===== src/rtl/beam_sum_serializer_pkg.sv =====
// Shared types, sizing and the round/narrow helper for the beam-sum path.
// Define SUM_SAT_EN to saturate the narrowed value; otherwise it wraps.
package beam_sum_serializer_pkg;

    localparam int BEAM  = 16;
    localparam int OW    = 48;
    localparam int DW    = 16;
    localparam int SHIFT = 15;
    localparam int IW    = $clog2(BEAM);

    typedef enum logic {IDLE, SEND} state_t;

    typedef struct packed {
        logic signed [OW-1:0] re;
        logic signed [OW-1:0] im;
    } sum_sample_t;

    typedef struct packed {
        logic signed [DW-1:0] re;
        logic signed [DW-1:0] im;
    } out_sample_t;

    localparam logic signed [OW:0] RND_ADD = (OW+1)'(1) << (SHIFT-1);
    localparam logic signed [OW:0] SAT_MAX = (OW+1)'((1 << (DW-1)) - 1);
    localparam logic signed [OW:0] SAT_MIN = -SAT_MAX - (OW+1)'(1);

    // One extra bit of headroom so the rounding add cannot overflow.
    function automatic logic [DW-1:0] round_narrow(input logic [OW-1:0] x);
        logic signed [OW:0] rounded;
        rounded = ($signed({x[OW-1], x}) + RND_ADD) >>> SHIFT;
`ifdef SUM_SAT_EN
        if (rounded > SAT_MAX) begin
            return SAT_MAX[DW-1:0];
        end else if (rounded < SAT_MIN) begin
            return SAT_MIN[DW-1:0];
        end
        return rounded[DW-1:0];
`else
        return rounded[DW-1:0];
`endif
    endfunction

endpackage


===== src/rtl/beam_sum_serializer_round.sv =====
// Combinational round-half-up and narrow of one real or imaginary component.
module beam_sum_round
    import beam_sum_serializer_pkg::*;
(
    input  logic [OW-1:0] sum,
    output logic [DW-1:0] rounded
);

    assign rounded = round_narrow(sum);

endmodule


===== src/rtl/beam_sum_serializer.sv =====
// Two-entry vector buffer feeding a one-beam-per-beat ready/valid stream.
// Narrowing saturates when SUM_SAT_EN is defined, otherwise wraps.
module beam_sum_serializer
    import beam_sum_serializer_pkg::*;
(
    input  logic                        i_clk,
    input  logic                        i_rst_n,
    input  logic [BEAM-1:0][2*OW-1:0]   i_sum_data,
    input  logic                        i_tvalid,
    output logic [2*DW-1:0]             o_tdata,
    output logic                        o_tvalid,
    input  logic                        i_tready,
    output logic                        o_tlast,
    output logic [IW-1:0]               o_tuser,
    output logic                        o_drop,
    output logic [15:0]                 o_drop_cnt
);

    logic [BEAM-1:0][2*OW-1:0] buf_mem [2];

    state_t          state_reg, state_next;
    logic [1:0]      cnt_reg, cnt_next;
    logic            wr_ptr_reg, wr_ptr_next;
    logic            ld_ptr_reg, ld_ptr_next;
    logic [IW-1:0]   idx_reg, idx_next;
    logic            out_valid_reg, out_valid_next;
    logic [2*DW-1:0] out_data_reg, out_data_next;
    logic [IW-1:0]   out_user_reg, out_user_next;
    logic            out_last_reg, out_last_next;
    logic            drop_reg, drop_next;
    logic [15:0]     drop_cnt_reg, drop_cnt_next;

    logic            accept, free_last, load, last_idx, wr_ok, tail_next;
    logic [2*OW-1:0] head_beam;
    logic [DW-1:0]   re_rnd, im_rnd;

    assign head_beam = buf_mem[ld_ptr_reg][idx_reg];

    beam_sum_round u_round_re (.sum(head_beam[2*OW-1:OW]), .rounded(re_rnd));
    beam_sum_round u_round_im (.sum(head_beam[OW-1:0]),    .rounded(im_rnd));

    // An entry stays occupied until its last beat leaves the output register,
    // so a strobe coinciding with that acceptance can reuse the slot.
    assign accept    = out_valid_reg && i_tready;
    assign free_last = accept && out_last_reg;
    assign last_idx  = (idx_reg == IW'(BEAM-1));
    assign load      = (state_reg == SEND) && (!out_valid_reg || i_tready);
    assign wr_ok     = i_tvalid && ((cnt_reg != 2'd2) || free_last);

    always_ff @(posedge i_clk) begin
        if (wr_ok) begin
            buf_mem[wr_ptr_reg] <= i_sum_data;
        end
    end

    always_comb begin
        cnt_next       = cnt_reg + 2'(wr_ok) - 2'(free_last);
        wr_ptr_next    = wr_ptr_reg ^ wr_ok;
        ld_ptr_next    = ld_ptr_reg;
        idx_next       = idx_reg;
        out_valid_next = out_valid_reg;
        out_data_next  = out_data_reg;
        out_user_next  = out_user_reg;
        out_last_next  = out_last_reg;
        drop_next      = i_tvalid && !wr_ok;
        drop_cnt_next  = drop_cnt_reg;

        if (drop_next && (drop_cnt_reg != 16'hFFFF)) begin
            drop_cnt_next = drop_cnt_reg + 16'd1;
        end

        if (load) begin
            out_valid_next = 1'b1;
            out_data_next  = {re_rnd, im_rnd};
            out_user_next  = idx_reg;
            out_last_next  = last_idx;
            idx_next       = last_idx ? '0 : idx_reg + IW'(1);
            ld_ptr_next    = ld_ptr_reg ^ last_idx;
        end else if (accept) begin
            out_valid_next = 1'b0;
        end

        // SEND while some occupied entry still has beats left to load.
        tail_next  = out_valid_next && out_last_next;
        state_next = (cnt_next != 2'(tail_next)) ? SEND : IDLE;
    end

    always_ff @(posedge i_clk or negedge i_rst_n) begin
        if (!i_rst_n) begin
            state_reg     <= IDLE;
            cnt_reg       <= '0;
            wr_ptr_reg    <= 1'b0;
            ld_ptr_reg    <= 1'b0;
            idx_reg       <= '0;
            out_valid_reg <= 1'b0;
            out_data_reg  <= '0;
            out_user_reg  <= '0;
            out_last_reg  <= 1'b0;
            drop_reg      <= 1'b0;
            drop_cnt_reg  <= '0;
        end else begin
            state_reg     <= state_next;
            cnt_reg       <= cnt_next;
            wr_ptr_reg    <= wr_ptr_next;
            ld_ptr_reg    <= ld_ptr_next;
            idx_reg       <= idx_next;
            out_valid_reg <= out_valid_next;
            out_data_reg  <= out_data_next;
            out_user_reg  <= out_user_next;
            out_last_reg  <= out_last_next;
            drop_reg      <= drop_next;
            drop_cnt_reg  <= drop_cnt_next;
        end
    end

    assign o_tdata    = out_data_reg;
    assign o_tvalid   = out_valid_reg;
    assign o_tlast    = out_last_reg;
    assign o_tuser    = out_user_reg;
    assign o_drop     = drop_reg;
    assign o_drop_cnt = drop_cnt_reg;

endmodule


===== config.mk =====
export PLATFORM = sky130hd
export DESIGN_NAME = beam_sum_serializer
export DESIGN_NICKNAME = d
export VERILOG_FILES = /design/src/rtl/beam_sum_serializer_pkg.sv /design/src/rtl/beam_sum_serializer_round.sv /design/src/rtl/beam_sum_serializer.sv
export SDC_FILE = /design/constraint.sdc
export NUM_CORES = 1
export LEC_CHECK = 0
export BUFFER_PORTS_ARGS = -buffer_cell sky130_fd_sc_hd__buf_2
export CELL_PAD_IN_SITES_DETAIL_PLACEMENT = 1
export CELL_PAD_IN_SITES_GLOBAL_PLACEMENT = 1
export CORE_AREA = 4 4 613 615
export CTS_CLUSTER_SIZE = 8
export DETAILED_ROUTE_END_ITERATION = 12
export DIE_AREA = 0 0 617 619
export PLACE_DENSITY = 0.61
export SLEW_MARGIN = 40
export SYNTH_ARGS = -nofsm -noshare
export SYNTH_HDL_FRONTEND = slang
export SYNTH_HIERARCHICAL = 1
export SYNTH_SLANG_ARGS = --single-unit
export TNS_END_PERCENT = 5

===== constraint.sdc =====
create_clock -name i_clk -period 35 [get_ports i_clk]
set_input_delay 1.75 -clock i_clk [delete_from_list [all_inputs] [get_ports i_clk]]
set_output_delay 1.75 -clock i_clk [all_outputs]
set_load 0.02 [all_outputs]

After elaboration in Yosys (flattened, before gate mapping)
Memories as Yosys holds them, arrays and structs flattened.
Index checks and enable logic that the tools add are counted.
{ "op_classes": {"n_bitwise": 2, "mux": 9, "eq_ne": 4, "order_cmp": 1, "reduce_logical": 11, "addsub": 6} }
{ "op_table": {"columns": ["cell", "n"], "rows": [
  ["binary-select mux 96 bit (select 4 bit)", 1],
  ["two-way mux 79 bit", 1],
  ["adder 31 x 16 -> 31 bit (second input constant)", 2],
  ["adder 16 x 1 -> 16 bit (second input constant)", 1],
  ["inequality test 16 bit (second input constant)", 1],
  ["logical AND 1 bit", 7],
  ["two-way mux 1 bit", 6],
  ["less-than comparator 4 x 5 -> 1 bit (second input constant)", 1],
  ["adder 4 x 1 -> 4 bit (second input constant)", 1],
  ["== test 4 bit (second input constant)", 1],
  ["two-way mux 4 bit", 1],
  ["adder 2 x 1 -> 2 bit", 1],
  ["zero test 1 bit", 2],
  ["logical OR 1 bit", 2],
  ["inequality test 2 x 1 -> 1 bit", 1],
  ["inequality test 2 bit (second input constant)", 1],
  ["subtractor 2 x 1 -> 2 bit", 1],
  ["bitwise XOR 1 bit", 2]
]} }
{ "totals": {"in_bits": 1540, "regBits": 64, "word_cells": 45, "out_inout_bits": 55, "mem_count": 1, "mem_bits_rw": 3072} }
{ "memory_table": {"columns": ["name", "words", "width", "rd", "rd_clocked_by_memory_dff", "wr", "line", "text"], "rows": [
  ["buf_mem", 2, 1536, 1, 0, 1, "beam_sum_serializer.sv:19", "logic [BEAM-1:0][2*OW-1:0] buf_mem [2];"]
]} }

Depth between registers and ports, before layout
Gate-level depths: netlist of run 1.
{ "logic_depth": {"depth_word": 8, "depth_mapped": 16, "mapped_depth_nobuf": 10} }

By module
Netlist of run 1, hierarchy kept.
{ "by_module_without_submodules": {"columns": ["mod", "area_per_inst_um2", "seq_area_each_um2", "n_inst", "cells_per_inst"], "rows": [
  ["beam_sum_serializer", 119898.7, 93850.0, 1, 5863],
  ["beam_sum_round", 377.9, 0.0, 2, 44]
]} }

Worst setup path before layout of run 1
OpenSTA, ideal clock, no wires.
{ "synth_timing": {"path_kind": "input port to flip-flop", "start": "input port i_tready", "end": "memory buf_mem[0][0] (netlist bit), enable pin", "n_path_buf": 0, "setup_time_ns": 2.130, "required_time_ns": 32.870, "slack_ns": -4.037, "path_stages": 4, "arrival_time_ns": 36.908, "path_cell_list": "nand3_1 -> nand2_1 -> and2_1 -> ha_1"} }
{ "synth_via": {"elab_chain_len": 6} }
{ "synth_lines": {"columns": ["item", "line", "text"], "rows": [
  ["start: declaration", "beam_sum_serializer.sv:12", "input logic i_tready,"],
  ["logical AND 1 bit", "beam_sum_serializer.sv:44", "assign accept = out_valid_reg && i_tready;"],
  ["logical AND 1 bit", "beam_sum_serializer.sv:45", "assign free_last = accept && out_last_reg;"],
  ["logical OR 1 bit", "beam_sum_serializer.sv:48", "assign wr_ok = i_tvalid && ((cnt_reg != 2'd2) || free_last);"],
  ["logical AND 1 bit", "beam_sum_serializer.sv:48", null],
  ["two-way mux 1 bit", "beam_sum_serializer.sv:51", "if (wr_ok) begin"],
  ["two-way mux 1 bit (implied by the code)", "beam_sum_serializer.sv:52", "buf_mem[wr_ptr_reg] <= i_sum_data;"],
  ["end: declaration", "beam_sum_serializer.sv:19", null]
]} }
Every way passes these cells.

Worst setup path after layout of run 1
{ "layout_timing": {"start": "register ld_ptr_reg", "end": "register out_data_reg[15], in the netlist o_tdata[15]"} }
{ "layout_via": {"elab_chain_len": 4} }
{ "layout_lines": {"columns": ["item", "line", "text"], "rows": [
  ["start: declaration", "beam_sum_serializer.sv:24", "logic ld_ptr_reg, ld_ptr_next;"],
  ["start signal: assignment", "beam_sum_serializer.sv:105", "ld_ptr_reg <= ld_ptr_next;"],
  ["memory (2 x 1536 bit)", null, null],
  ["binary-select mux 96 bit (select 4 bit)", "beam_sum_serializer.sv:37", "assign head_beam = buf_mem[ld_ptr_reg][idx_reg];"],
  ["two-way mux 79 bit (implied by the code)", "beam_sum_serializer.sv:37", null],
  ["net head_beam[14]", "beam_sum_serializer.sv:34", "logic [2*OW-1:0] head_beam;"],
  ["adder 31 x 16 -> 31 bit", "beam_sum_serializer_pkg.sv:30", "rounded = ($signed({x[OW-1], x}) + RND_ADD) >>> SHIFT;"],
  ["net im_rnd[15]", "beam_sum_serializer.sv:35", "logic [DW-1:0] re_rnd, im_rnd;"],
  ["end signal: assignment", "beam_sum_serializer.sv:108", "out_data_reg <= out_data_next;"],
  ["end: declaration", "beam_sum_serializer.sv:27", "logic [2*DW-1:0] out_data_reg, out_data_next;"]
]} }
The timed path passes the listed nets, and every way through them passes these cells. The select of a mux whose other input is x is not followed.
A chain may end at the register's enable or synchronous reset.

==> results of run 1 <==
==> layout make-up <==
| cell class | count | area [µm²] |
|---|---|---|
| flip-flops and latches | 1152 | 34300 |
| multi-input cells | 1083 | 10200 |
| clock buffers | 208 | 4420 |
| well taps | 4972 | 6220 |
| clock inverters | 20 | 320 |
| diodes | 134 | 335 |
| repair buffers | 678 | 3880 |
| fillers | 41417 | 311000 |
| inverters | 10 | 37.5 |
==> how the worst min path moves through the flow <==
| stage | from | to | slack, ns | cells after the start |
|---|---|---|---|---|
| CTS | o_tdata[19] | o_tdata[19] | 0.47 | 2 |
| global placement | o_tdata[17] | o_tdata[17] | 0.47 | 2 |
| floorplan | state_reg | o_tvalid | 0.51 | 1 |
| global route | o_tdata[31] | o_tdata[31] | 0.50 | 2 |
| detailed placement | o_tdata[22] | o_tdata[22] | 0.46 | 2 |
| finish | o_tdata[31] | o_tdata[31] | 0.47 | 2 |
==> power breakdown <==
part,internal (mW),switching [mW],total (mW)
sequential,1.89,0.116,2.00
clock,0.889,0.608,1.50
combinational,0.585,1.24,1.82
==> placed cells by master, fill, tap and decap left out, drive strengths merged, types with 9 or more instances in the layout <==
| cell | instances |
|---|---|
| a22oi | 168 |
| nor4 | 9 |
| nor2 | 18 |
| o22ai | 11 |
| nand3 | 107 |
| nor2b | 9 |
| inv | 17 |
| xnor2 | 23 |
| edfxtp | 1088 |
| nor3 | 13 |
| clkbuf | 208 |
| nand2 | 127 |
| mux4 | 112 |
| diode | 134 |
| dfrtp | 64 |
| buf | 678 |
| nand4 | 35 |
| mux2 | 16 |
| clkinv | 11 |
| xor2 | 27 |
| mux2i | 358 |
==> worst max-delay path, stage by stage (launching register included) <==
cell	delay, ns
sky130_fd_sc_hd__dfrtp_4	0.81
sky130_fd_sc_hd__buf_6	0.53
sky130_fd_sc_hd__buf_4	0.59
sky130_fd_sc_hd__buf_4	0.71
sky130_fd_sc_hd__mux2i_1	0.18
sky130_fd_sc_hd__a22oi_1	0.25
sky130_fd_sc_hd__nand3_1	0.35
sky130_fd_sc_hd__nand4_1	0.48
sky130_fd_sc_hd__ha_1	0.37
sky130_fd_sc_hd__nand4_4	0.20
sky130_fd_sc_hd__nor4_4	0.32
sky130_fd_sc_hd__xor2_1	0.23
sky130_fd_sc_hd__nand2_1	0.09
sky130_fd_sc_hd__nand2_1	0.08
==> metrics by stage <==
step / setup WS [ns] / hold slack [ns] / utilization / std cells / area, µm²
2_1_floorplan: 19.53 / 0.510 / - / 2553 / 45900
3_3_place_gp: 29.05 / 0.465 / 0.146 / 7870 / 54100
3_5_place_dp: 29.15 / 0.462 / 0.147 / 7892 / 54500
4_1_cts: 29.14 / 0.475 / 0.160 / 8120 / 59300
5_1_grt: 29.31 / 0.500 / 0.160 / 8163 / 59500
6_report: 29.67 / 0.471 / 0.161 / 8257 / 59700
==> routing by layer <==
layer / vias up / wire length, µm / share of wire / track usage
met1: 12950 / 64900 / 0.36 / 0.0968
met2: 881 / 87200 / 0.48 / 0.152
met4: 110 / 8830 / 0.049 / 0.0420
met3: 452 / 18600 / 0.10 / 0.0431
li1: 11158 / - / - / -
met5: - / 721 / 0.0040 / 0
==> results by group, run 1 <==
Status
  • Result of the run: completed

Setup path
  • Classification of the worst setup path: reg -> reg
  • Critical Path Fanout Max: 44
  • End of the worst register-to-register path: o_tdata[15]
  • Length in cells of the worst reg-to-reg path: 13
  • Capturing element type of the critical path: flop
  • Startpoint Class: flop
  • CP Capture Point: o_tdata[15]
  • RR Startpoint: ld_ptr_reg
  • Launch point of the worst path: ld_ptr_reg
  • Worst reg-to-reg setup slack: 29.67 ns
  • WP data arrival: 6.06 ns
  • Required time of the critical path: 35.73 ns

Placed design
  • Number of I/O port buffers: 602
  • RePlAce Congestion: 0.765
  • HPWL reported at the end of detailed placement: 136 mm

Timing
  • Final Critical Period: 5.33 ns
  • Worst slew margin relative to its limit: 0.447
  • Pin slew with the least headroom to its limit: 0.830 ns
  • Count of final setup violators: 0
  • Final cycle utilization of the critical path: 0.152
  • Max-slew violation count: 0
  • Setup_tns: 0 ns
  • Max Freq: 188 MHz
  • Hold Violations, Final: 0
  • RSZ-0062 raised after global routing: false
  • Setup clock skew after layout: 0.0904 ns

Die
  • Effective utilization at floorplan: 0.124
  • DIE AREA: 0.382 mm²
  • Die W: 617 µm
  • Standard-cell row count: 224
  • Die height: 619 µm
  • Std-Cell Core Area: 0.371 mm²
  • Io pins: 1595

CTS
  • CTS tree: yes
  • CTS root buffer: sky130_fd_sc_hd__clkbuf_16
  • TritonCTS Buffers: 170
  • CTS-repair resized insts: 0
  • Clock latency at the later pin of the worst-skew pair: 0.87 ns
  • Clock transition at path regs: 0.05 ns
  • Number of setup buffers added after CTS: 0
  • Sink Count: 1152
  • Maximum root-to-sink buffer count: 4
  • Hold buffer count at cts: 0
  • CTS H-Tree Depth: 4

GRT
  • GRT overflow: 0
  • Antenna violations before repair: 179
  • First-pass GRT wire length: 237 mm
  • Global Route Usage Sum: 0.0909
  • Pin count of the biggest net entering global routing: 90
  • Vias in the first global route: 27666

Power and ir drop
  • Reported leakage power: 19.9 nW
  • Total Power Consumption: 5.33 mW
  • Worst VDD drop: 0.0443 mV
  • Power per unit of standard cell area: 89.2 mW/mm²

Final layout
  • Number of flip-flops in the largest register: 1088
  • Register with the most flip-flops: buf_mem
  • Net count reported at finish: 4641
  • Synth-to-Final Area Change: 30.0%
  • Fraction of layout cells with a size suffix above 1: 0.331

Detailed routing
  • Routed wire per std cell: 21.8 µm
  • Count of nets left with antenna violations after detail routing: 0
  • Via total after detailed routing: 25551
  • Number of DRC markers after the initial detailed-route iteration: 1910
  • DR vias/cell: 3.09
  • DRC violations left: 0
  • First-pass iteration count of the detailed router: 8
  • Detailed Route WL: 180 mm

Logic synthesis
  • Synthesized netlist cell count: 2553
  • Synthesized netlist net count: 4099
  • Netlist area before placement: 0.0459 mm²
  • Mapped Avg Cell Area: 18.0 µm²
  • Yosys warning total: 6

Hold path
  • Hold Crit Class: reg -> reg

Run
  • Max-capacitance violation count: 0
Note: power is estimated with default switching activity, not from simulation.
==> inputs of run 2 (changes only) <==
==> constraint.sdc (replaced) <==
create_clock -name i_clk -period 4.5 [get_ports i_clk]
set_input_delay 0.225 -clock i_clk [delete_from_list [all_inputs] [get_ports i_clk]]
set_output_delay 0.225 -clock i_clk [all_outputs]
set_load 0.02 [all_outputs]
==> results by group, run 2 (same netlist as run 1, synthesis figures left out) <==
Status
  • Result of the run: completed (unchanged)

Setup path
  • Slowest-stage cell, CP: sky130_fd_sc_hd__a22oi_1 (was sky130_fd_sc_hd__dfrtp_4)
  • Startpoint Class: flop (unchanged)
  • Worst reg-to-reg setup slack: 0.39 ns (was 29.67 ns)
  • Required time of the critical path: 5.22 ns (was 35.73 ns)
  • Capturing element type of the critical path: flop (unchanged)
  • Crit path cell chain: buf_12, buf_4, mux2i_1, a22oi_1, nand3_1, nand4_1, nand3_2, nor4_4, xor2_1, nand2_1, nand2_1 (was buf_6, buf_4, buf_4, mux2i_1, a22oi_1, nand3_1, nand4_1, ha_1, nand4_4, nor4_4, xor2_1, nand2_1, nand2_1)
  • Length in cells of the worst reg-to-reg path: 11 (was 13)
  • Maximum cell stage delay along the critical path: 0.72 ns (was 0.81 ns)
  • End of the worst register-to-register path: o_tdata[15] (unchanged)
  • Library cell appearing most often on the critical path: sky130_fd_sc_hd__nand2_1
  • CP bufs+invs: 2 (was 3)
  • RR Startpoint: idx_reg[1] (was ld_ptr_reg)
  • Critical Path Fanout Max: 19 (was 44)
  • Family of cells with the greatest summed delay on the critical path: simple AND/OR/NAND/NOR gates (was buffers and inverters)
  • WP data arrival: 4.83 ns (was 6.06 ns)
  • Classification of the worst setup path: reg -> reg (unchanged)

Die
  • Die height: 619 µm (unchanged)
  • Standard-cell row count: 224 (unchanged)
  • DIE AREA: 0.382 mm² (unchanged)
  • Std-Cell Core Area: 0.371 mm² (unchanged)
  • Die W: 617 µm (unchanged)
  • Io pins: 1595 (unchanged)
  • Effective utilization at floorplan: 0.124 (unchanged)

Hold path
  • Hold Crit Class: in -> reg (was reg -> reg)
  • Depth of the worst hold-timing path: 2 (unchanged)
  • Endpoint, Worst Hold: buf_mem[0][646] (was o_tdata[31])
  • Launch instance of the worst min-delay path: i_sum_data[646] (was o_tdata[31])

Final layout
  • Leading cell type in the layout, fill and taps excluded: sky130_fd_sc_hd__edfxtp_1 (unchanged)
  • Commonest cells after routing, fill and taps aside: sky130_fd_sc_hd__edfxtp_1 (1088), sky130_fd_sc_hd__dlygate4sd3_1 (606), sky130_fd_sc_hd__buf_2 (602), sky130_fd_sc_hd__mux2i_1 (357), sky130_fd_sc_hd__clkbuf_16 (172) (was sky130_fd_sc_hd__edfxtp_1 (1088), sky130_fd_sc_hd__buf_2 (602), sky130_fd_sc_hd__mux2i_1 (357), sky130_fd_sc_hd__clkbuf_16 (170), sky130_fd_sc_hd__a22oi_1 (167))
  • Register with the most flip-flops: buf_mem (unchanged)
  • Number of flip-flops in the largest register: 1088 (unchanged)
  • Seq. cell area: 0.0343 mm² (about the same)
  • Fill cell total of the finished layout: 41242 (was 41417)
  • Area used by multi-input combinational logic: 0.0102 mm² (about the same)
  • Fin util: 0.179 (was 0.161)
  • Fraction of layout cells with a size suffix above 1: 0.295 (was 0.331)
  • Post-layout instance area: 0.0665 mm² (was 0.0597 mm²)
  • Synth-to-Final Area Change: 44.7% (was 30.0%)
  • Net count reported at finish: 5334 (was 4641)

Timing
  • Final cycle utilization of the critical path: 0.912 (was 0.152)
  • Max-slew violation count: 0 (unchanged)
  • Max Freq: 244 MHz (was 188 MHz)
  • Worst slew margin relative to its limit: 0.365 (was 0.447)
  • Setup clock skew after layout: 0.128 ns (was 0.0904 ns)
  • Hold Violations, Final: 0 (unchanged)
  • Worst setup margin: 0.394 ns (was 29.67 ns)
  • Count of final setup violators: 0 (unchanged)
  • Final Critical Period: 4.11 ns (was 5.33 ns)
  • RSZ-0062 raised after global routing: false (unchanged)
  • Pin slew with the least headroom to its limit: 0.953 ns (was 0.830 ns)
  • Setup_tns: 0 ns (unchanged)

Power and ir drop
  • Worst VDD drop: 0.421 mV (was 0.0443 mV)
  • Reported leakage power: 22.9 nW (was 19.9 nW)
  • Total Power Consumption: 43.0 mW (was 5.33 mW)
  • Reg power frac: 0.361 (was 0.376)
  • Clock share of power: 0.275 (was 0.281)
  • Combinational power share: 0.363 (was 0.343)
  • Int Power: 27.2 mW (was 3.36 mW)
  • Power per unit of standard cell area: 648 mW/mm² (was 89.2 mW/mm²)
  • Psw: 15.8 mW (was 1.96 mW)
  • Sw Ratio: 0.368 (was 0.369)

CTS
  • CTS-repair resized insts: 0 (unchanged)
  • CTS H-Tree Depth: 4 (unchanged)
  • TritonCTS Buffers: 172 (was 170)
  • Clock transition at path regs: 0.05 ns (about the same)
  • Sink Count: 1152 (unchanged)
  • CTS root buffer: sky130_fd_sc_hd__clkbuf_16 (unchanged)
  • Maximum root-to-sink buffer count: 4 (unchanged)
  • CTS tree: yes (unchanged)
  • Clock latency at the later pin of the worst-skew pair: 0.91 ns (was 0.87 ns)

Detailed routing
  • Detailed Route WL: 192 mm (was 180 mm)
  • Count of nets left with antenna violations after detail routing: 0 (unchanged)
  • DRC violations left: 0 (unchanged)
  • Via total after detailed routing: 28485 (was 25551)
  • Number of DRC markers after the initial detailed-route iteration: 2020 (was 1910)
  • Routed wire per std cell: 21.7 µm (was 21.8 µm)
  • First-pass iteration count of the detailed router: 5 (was 8)
  • DR vias/cell: 3.21 (was 3.09)

Placed design
  • Worst-case setup slack after placement: 0.221 ns (was 29.15 ns)
  • Cell area after placement: 0.0554 mm² (was 0.0545 mm²)
  • RePlAce Congestion: 0.770 (was 0.765)
  • HPWL reported at the end of detailed placement: 140 mm (was 136 mm)
  • Number of I/O port buffers: 602 (unchanged)

GRT
  • Pin count of the biggest net entering global routing: 94 (was 90)
  • Global Route Usage Sum: 0.0975 (was 0.0909)
  • GRT overflow: 0 (unchanged)
  • First-pass GRT wire length: 260 mm (was 237 mm)
  • Vias in the first global route: 31806 (was 27666)
  • Antenna violations before repair: 121 (was 179)

Run
  • Max-capacitance violation count: 0 (unchanged)
## run 2: routing by layer
layer / part of all wire / GRT usage
met1: 0.39 / 0.114
met4: 0.036 / 0.0331
met3: 0.066 / 0.0238
met2: 0.51 / 0.173
met5: 0.0010 / 0
## run 2: cell type report
class                      count  area share
antenna                       52     0.00196
clock buffer                 202      0.0666
clock inverter                25     0.00587
inverter                      10    0.000565
multi-input combinational   1083       0.153
sequential                  1152       0.516
tap                         4972      0.0936
timing repair buffer        1369       0.162
## run 2: worst max path at each step
| stage | slack [ns] | endpoint | cells past startpoint | from |
|---|---|---|---|---|
| 4_1_cts | 0.21 | o_tdata[15] | 11 | idx_reg[1] |
| 3_3_place_gp | 0.0003 | o_tdata[5] | 9 | ld_ptr_reg |
| 6_report | 0.39 | o_tdata[15] | 11 | idx_reg[1] |
| 2_1_floorplan | -0.59 | buf_mem[0][1022] | 4 | o_tlast |
| 5_1_grt | 0.15 | o_tdata[14] | 11 | idx_reg[1] |
| 3_5_place_dp | 0.22 | o_tdata[15] | 11 | idx_reg[1] |
## run 2: through the flow
stage          hold slack (ns)  cells
6_report                 0.112   8865
3_3_place_gp             0.412   7970
2_1_floorplan          -0.0706   2553
5_1_grt                 0.0513   8832
4_1_cts                0.00263   8813
3_5_place_dp             0.389   7980
## run 2: power by group through the flow
stage                     Sequential [mW]  Combinational, mW  Clock (mW)
after global placement               15.6               15.6           0
final                                15.6               15.6        11.8
after global routing                 15.8               17.1        12.7
after CTS                            15.6               16.5        12.2
after detailed placement             15.8               16.0           0
after floorplan                      15.9               8.39           0
## run 2: what timing repair did
action,CTS,global route
buffers inserted,0,0
hold buffers,606,0
endpoints found under the hold margin,1168,0
## run 2: worst register-to-register path, stage by stage (launching register included)
cell	delay (ns)
sky130_fd_sc_hd__dfrtp_4	0.68
sky130_fd_sc_hd__buf_12	0.32
sky130_fd_sc_hd__buf_4	0.34
sky130_fd_sc_hd__mux2i_1	0.11
sky130_fd_sc_hd__a22oi_1	0.72
sky130_fd_sc_hd__nand3_1	0.47
sky130_fd_sc_hd__nand4_1	0.42
sky130_fd_sc_hd__nand3_2	0.28
sky130_fd_sc_hd__nor4_4	0.35
sky130_fd_sc_hd__xor2_1	0.17
sky130_fd_sc_hd__nand2_1	0.08
sky130_fd_sc_hd__nand2_1	0.08
==> inputs of run 3 (changes only) <==
--- a/config.mk
+++ b/config.mk
@@ -8,11 +8,11 @@
 export BUFFER_PORTS_ARGS = -buffer_cell sky130_fd_sc_hd__buf_2
 export CELL_PAD_IN_SITES_DETAIL_PLACEMENT = 1
 export CELL_PAD_IN_SITES_GLOBAL_PLACEMENT = 1
-export CORE_AREA = 4 4 613 615
+export CORE_AREA = 2 2 630 632
 export CTS_CLUSTER_SIZE = 8
 export DETAILED_ROUTE_END_ITERATION = 12
-export DIE_AREA = 0 0 617 619
-export PLACE_DENSITY = 0.61
+export DIE_AREA = 0 0 632 634
+export PLACE_DENSITY = 0.58
 export SLEW_MARGIN = 40
 export SYNTH_ARGS = -nofsm -noshare
 export SYNTH_HDL_FRONTEND = slang
==> results by group, run 3 (same netlist as run 1, synthesis figures left out) <==
Timing
  • Final cycle utilization of the critical path: 0.877 (was 0.912)
  • Hold Violations, Final: 0 (unchanged)
  • Count of final setup violators: 0 (unchanged)
  • Pin slew with the least headroom to its limit: 1.00 ns (was 0.953 ns)
  • Max Freq: 253 MHz (was 244 MHz)
  • RSZ-0062 raised after global routing: false (unchanged)
  • Final Critical Period: 3.95 ns (was 4.11 ns)
  • Max-slew violation count: 0 (unchanged)
  • Worst slew margin relative to its limit: 0.332 (was 0.365)
  • Worst-case hold slack: 0.0903 ns (was 0.112 ns)
  • Setup clock skew after layout: 0.0960 ns (was 0.128 ns)
  • Setup_tns: 0 ns (unchanged)

CTS
  • Clock transition at path regs: 0.06 ns (was 0.05 ns)
  • Number of setup buffers added after CTS: 0 (unchanged)
  • Maximum root-to-sink buffer count: 4 (unchanged)
  • Clock latency at the later pin of the worst-skew pair: 0.88 ns (was 0.91 ns)
  • TritonCTS Buffers: 171 (was 172)
  • CTS root buffer: sky130_fd_sc_hd__clkbuf_16 (unchanged)
  • Sink Count: 1152 (unchanged)
  • CTS tree: yes (unchanged)
  • CTS H-Tree Depth: 4 (unchanged)

Setup path
  • Classification of the worst setup path: reg -> reg (unchanged)
  • Maximum cell stage delay along the critical path: 0.73 ns (was 0.72 ns)
  • Levels on crit path: 12 (was 11)
  • Capturing element type of the critical path: flop (unchanged)
  • Length in cells of the worst reg-to-reg path: 12 (was 11)
  • Startpoint Class: flop (unchanged)
  • Required time of the critical path: 5.22 ns (about the same)
  • WP data arrival: 4.67 ns (was 4.83 ns)
  • Crit path cell chain: buf_12, buf_12, mux2i_1, a22oi_1, nand3_1, nand4_1, buf_4, nand4_4, nor4_2, xor2_1, nand2_1, nand2_1 (was buf_12, buf_4, mux2i_1, a22oi_1, nand3_1, nand4_1, nand3_2, nor4_4, xor2_1, nand2_1, nand2_1)
  • Family of cells with the greatest summed delay on the critical path: simple AND/OR/NAND/NOR gates (unchanged)
  • CP bufs+invs: 3 (was 2)
  • Critical Path Fanout Max: 45 (was 19)
  • Slowest-stage cell, CP: sky130_fd_sc_hd__dfrtp_4 (was sky130_fd_sc_hd__a22oi_1)

Power and ir drop
  • Sw Ratio: 0.367 (was 0.368)
  • Reported leakage power: 22.8 nW (was 22.9 nW)
  • Reg power frac: 0.360 (was 0.361)
  • Worst VDD drop: 0.707 mV (was 0.421 mV)
  • Power per unit of standard cell area: 647 mW/mm² (was 648 mW/mm²)
  • Int Power: 27.2 mW (about the same)
  • Clock share of power: 0.279 (was 0.275)
  • Combinational power share: 0.361 (was 0.363)
  • Psw: 15.8 mW (about the same)

Die
  • Std-Cell Core Area: 0.394 mm² (was 0.371 mm²)
  • DIE AREA: 0.401 mm² (was 0.382 mm²)
  • Effective utilization at floorplan: 0.117 (was 0.124)
  • Standard-cell row count: 231 (was 224)
  • Die height: 634 µm (was 619 µm)
  • Io pins: 1595 (unchanged)
  • Die W: 632 µm (was 617 µm)

Detailed routing
  • Detailed Route WL: 189 mm (was 192 mm)
  • Total length of routed met2 wires: 95.0 mm (was 97.1 mm)
  • Wire length on met1: 76.4 mm (was 75.3 mm)
  • Met3 wire length: 10.9 mm (was 12.6 mm)
  • Count of nets left with antenna violations after detail routing: 0 (unchanged)
  • First-pass iteration count of the detailed router: 7 (was 5)
  • Via total after detailed routing: 27995 (was 28485)
  • DRC violations left: 0 (unchanged)
  • Routed wire per std cell: 20.8 µm (was 21.7 µm)
  • DR vias/cell: 3.08 (was 3.21)
  • Number of DRC markers after the initial detailed-route iteration: 1273 (was 2020)
  • Highest metal used: met5 (unchanged)

Final layout
  • Leading cell type in the layout, fill and taps excluded: sky130_fd_sc_hd__edfxtp_1 (unchanged)
  • Fin util: 0.169 (was 0.179)
  • Net count reported at finish: 5304 (was 5334)
  • Fill cell total of the finished layout: 44218 (was 41242)
  • Fraction of layout cells with a size suffix above 1: 0.292 (was 0.295)
  • Count of placed standard cells in the final layout, fillers left out: 9086 (was 8865)
  • Register with the most flip-flops: buf_mem (unchanged)
  • Synth-to-Final Area Change: 44.7% (about the same)
  • Number of flip-flops in the largest register: 1088 (unchanged)
  • Commonest cells after routing, fill and taps aside: sky130_fd_sc_hd__edfxtp_1 (1088), sky130_fd_sc_hd__buf_2 (601), sky130_fd_sc_hd__dlygate4sd3_1 (597), sky130_fd_sc_hd__mux2i_1 (357), sky130_fd_sc_hd__clkbuf_16 (172) (was sky130_fd_sc_hd__edfxtp_1 (1088), sky130_fd_sc_hd__dlygate4sd3_1 (606), sky130_fd_sc_hd__buf_2 (602), sky130_fd_sc_hd__mux2i_1 (357), sky130_fd_sc_hd__clkbuf_16 (172))

GRT
  • First-pass GRT wire length: 253 mm (was 260 mm)
  • GRT overflow: 0 (unchanged)
  • Global Route Usage Sum: 0.0913 (was 0.0975)
  • Vias in the first global route: 31164 (was 31806)
  • Antenna violations before repair: 113 (was 121)
  • Pin count of the biggest net entering global routing: 100 (was 94)

Hold path
  • Hold Crit Class: in -> reg (unchanged)
  • Depth of the worst hold-timing path: 2 (unchanged)

Placed design
  • RePlAce Congestion: 0.761 (was 0.770)
  • HPWL reported at the end of detailed placement: 138 mm (was 140 mm)
  • Placed cell count: 8228 (was 7980)
  • Number of I/O port buffers: 602 (unchanged)

Status
  • Result of the run: completed (unchanged)

Run
  • Max-capacitance violation count: 0 (unchanged)
## run 3: cell type report
type	instances	area (µm²)	share of cell area
inverters	10	37.5	0.000565
clock inverters	22	372	0.00559
well taps	5242	6560	0.0987
flip-flops and latches	1152	34300	0.516
multi-input cells	1083	10200	0.154
diodes	30	75.1	0.00113
clock buffers	207	4460	0.0670
repair buffers	1340	10500	0.158
## run 3: per-layer routing
metal	vias up	track usage
met1	14319	0.108
met3	345	0.0224
li1	12368	-
met2	909	0.162
met4	54	0.0277
met5	-	0
## run 3: repair_timing
action                      CTS  global route
hold endpoints to repair   1168             0
gates resized for setup       0             0
hold buffers                598             0
setup endpoints to repair     0             0
## run 3: through the flow
| stage | power, mW | worst slack (ns) | cell area, µm² |
|---|---|---|---|
| after floorplan | 24.3 | -0.592 | 46000 |
| after global placement | 31.2 | 0.389 | 55400 |
| after detailed placement | 31.6 | 0.341 | 55600 |
| after CTS | 44.3 | 0.233 | 66400 |
| after global routing | 45.4 | 0.159 | 66400 |
| final | 43.0 | 0.553 | 66500 |
## run 3: power by group through the flow
stage | clock [mW] | combinational, mW | sequential (mW)
6_report | 12.0 | 15.5 | 15.5
4_1_cts | 12.3 | 16.4 | 15.5
2_1_floorplan | 0 | 8.39 | 15.9
3_5_place_dp | 0 | 15.9 | 15.7
3_3_place_gp | 0 | 15.6 | 15.6
5_1_grt | 12.8 | 16.9 | 15.7
## run 3: final timing paths
path	from	endpoint	slack, ns
max in group asynchronous	i_rst_n	o_tdata[5]	3.57
setup reg to reg	idx_reg[1]	o_tdata[14]	0.55
hold / removal	i_sum_data[1124]	buf_mem[1][1124]	0.09
setup / recovery	idx_reg[1]	o_tdata[14]	0.55
hold reg to reg	o_tdata[30]	o_tdata[30]	0.47
min in group asynchronous	i_rst_n	o_drop_cnt[1]	0.49
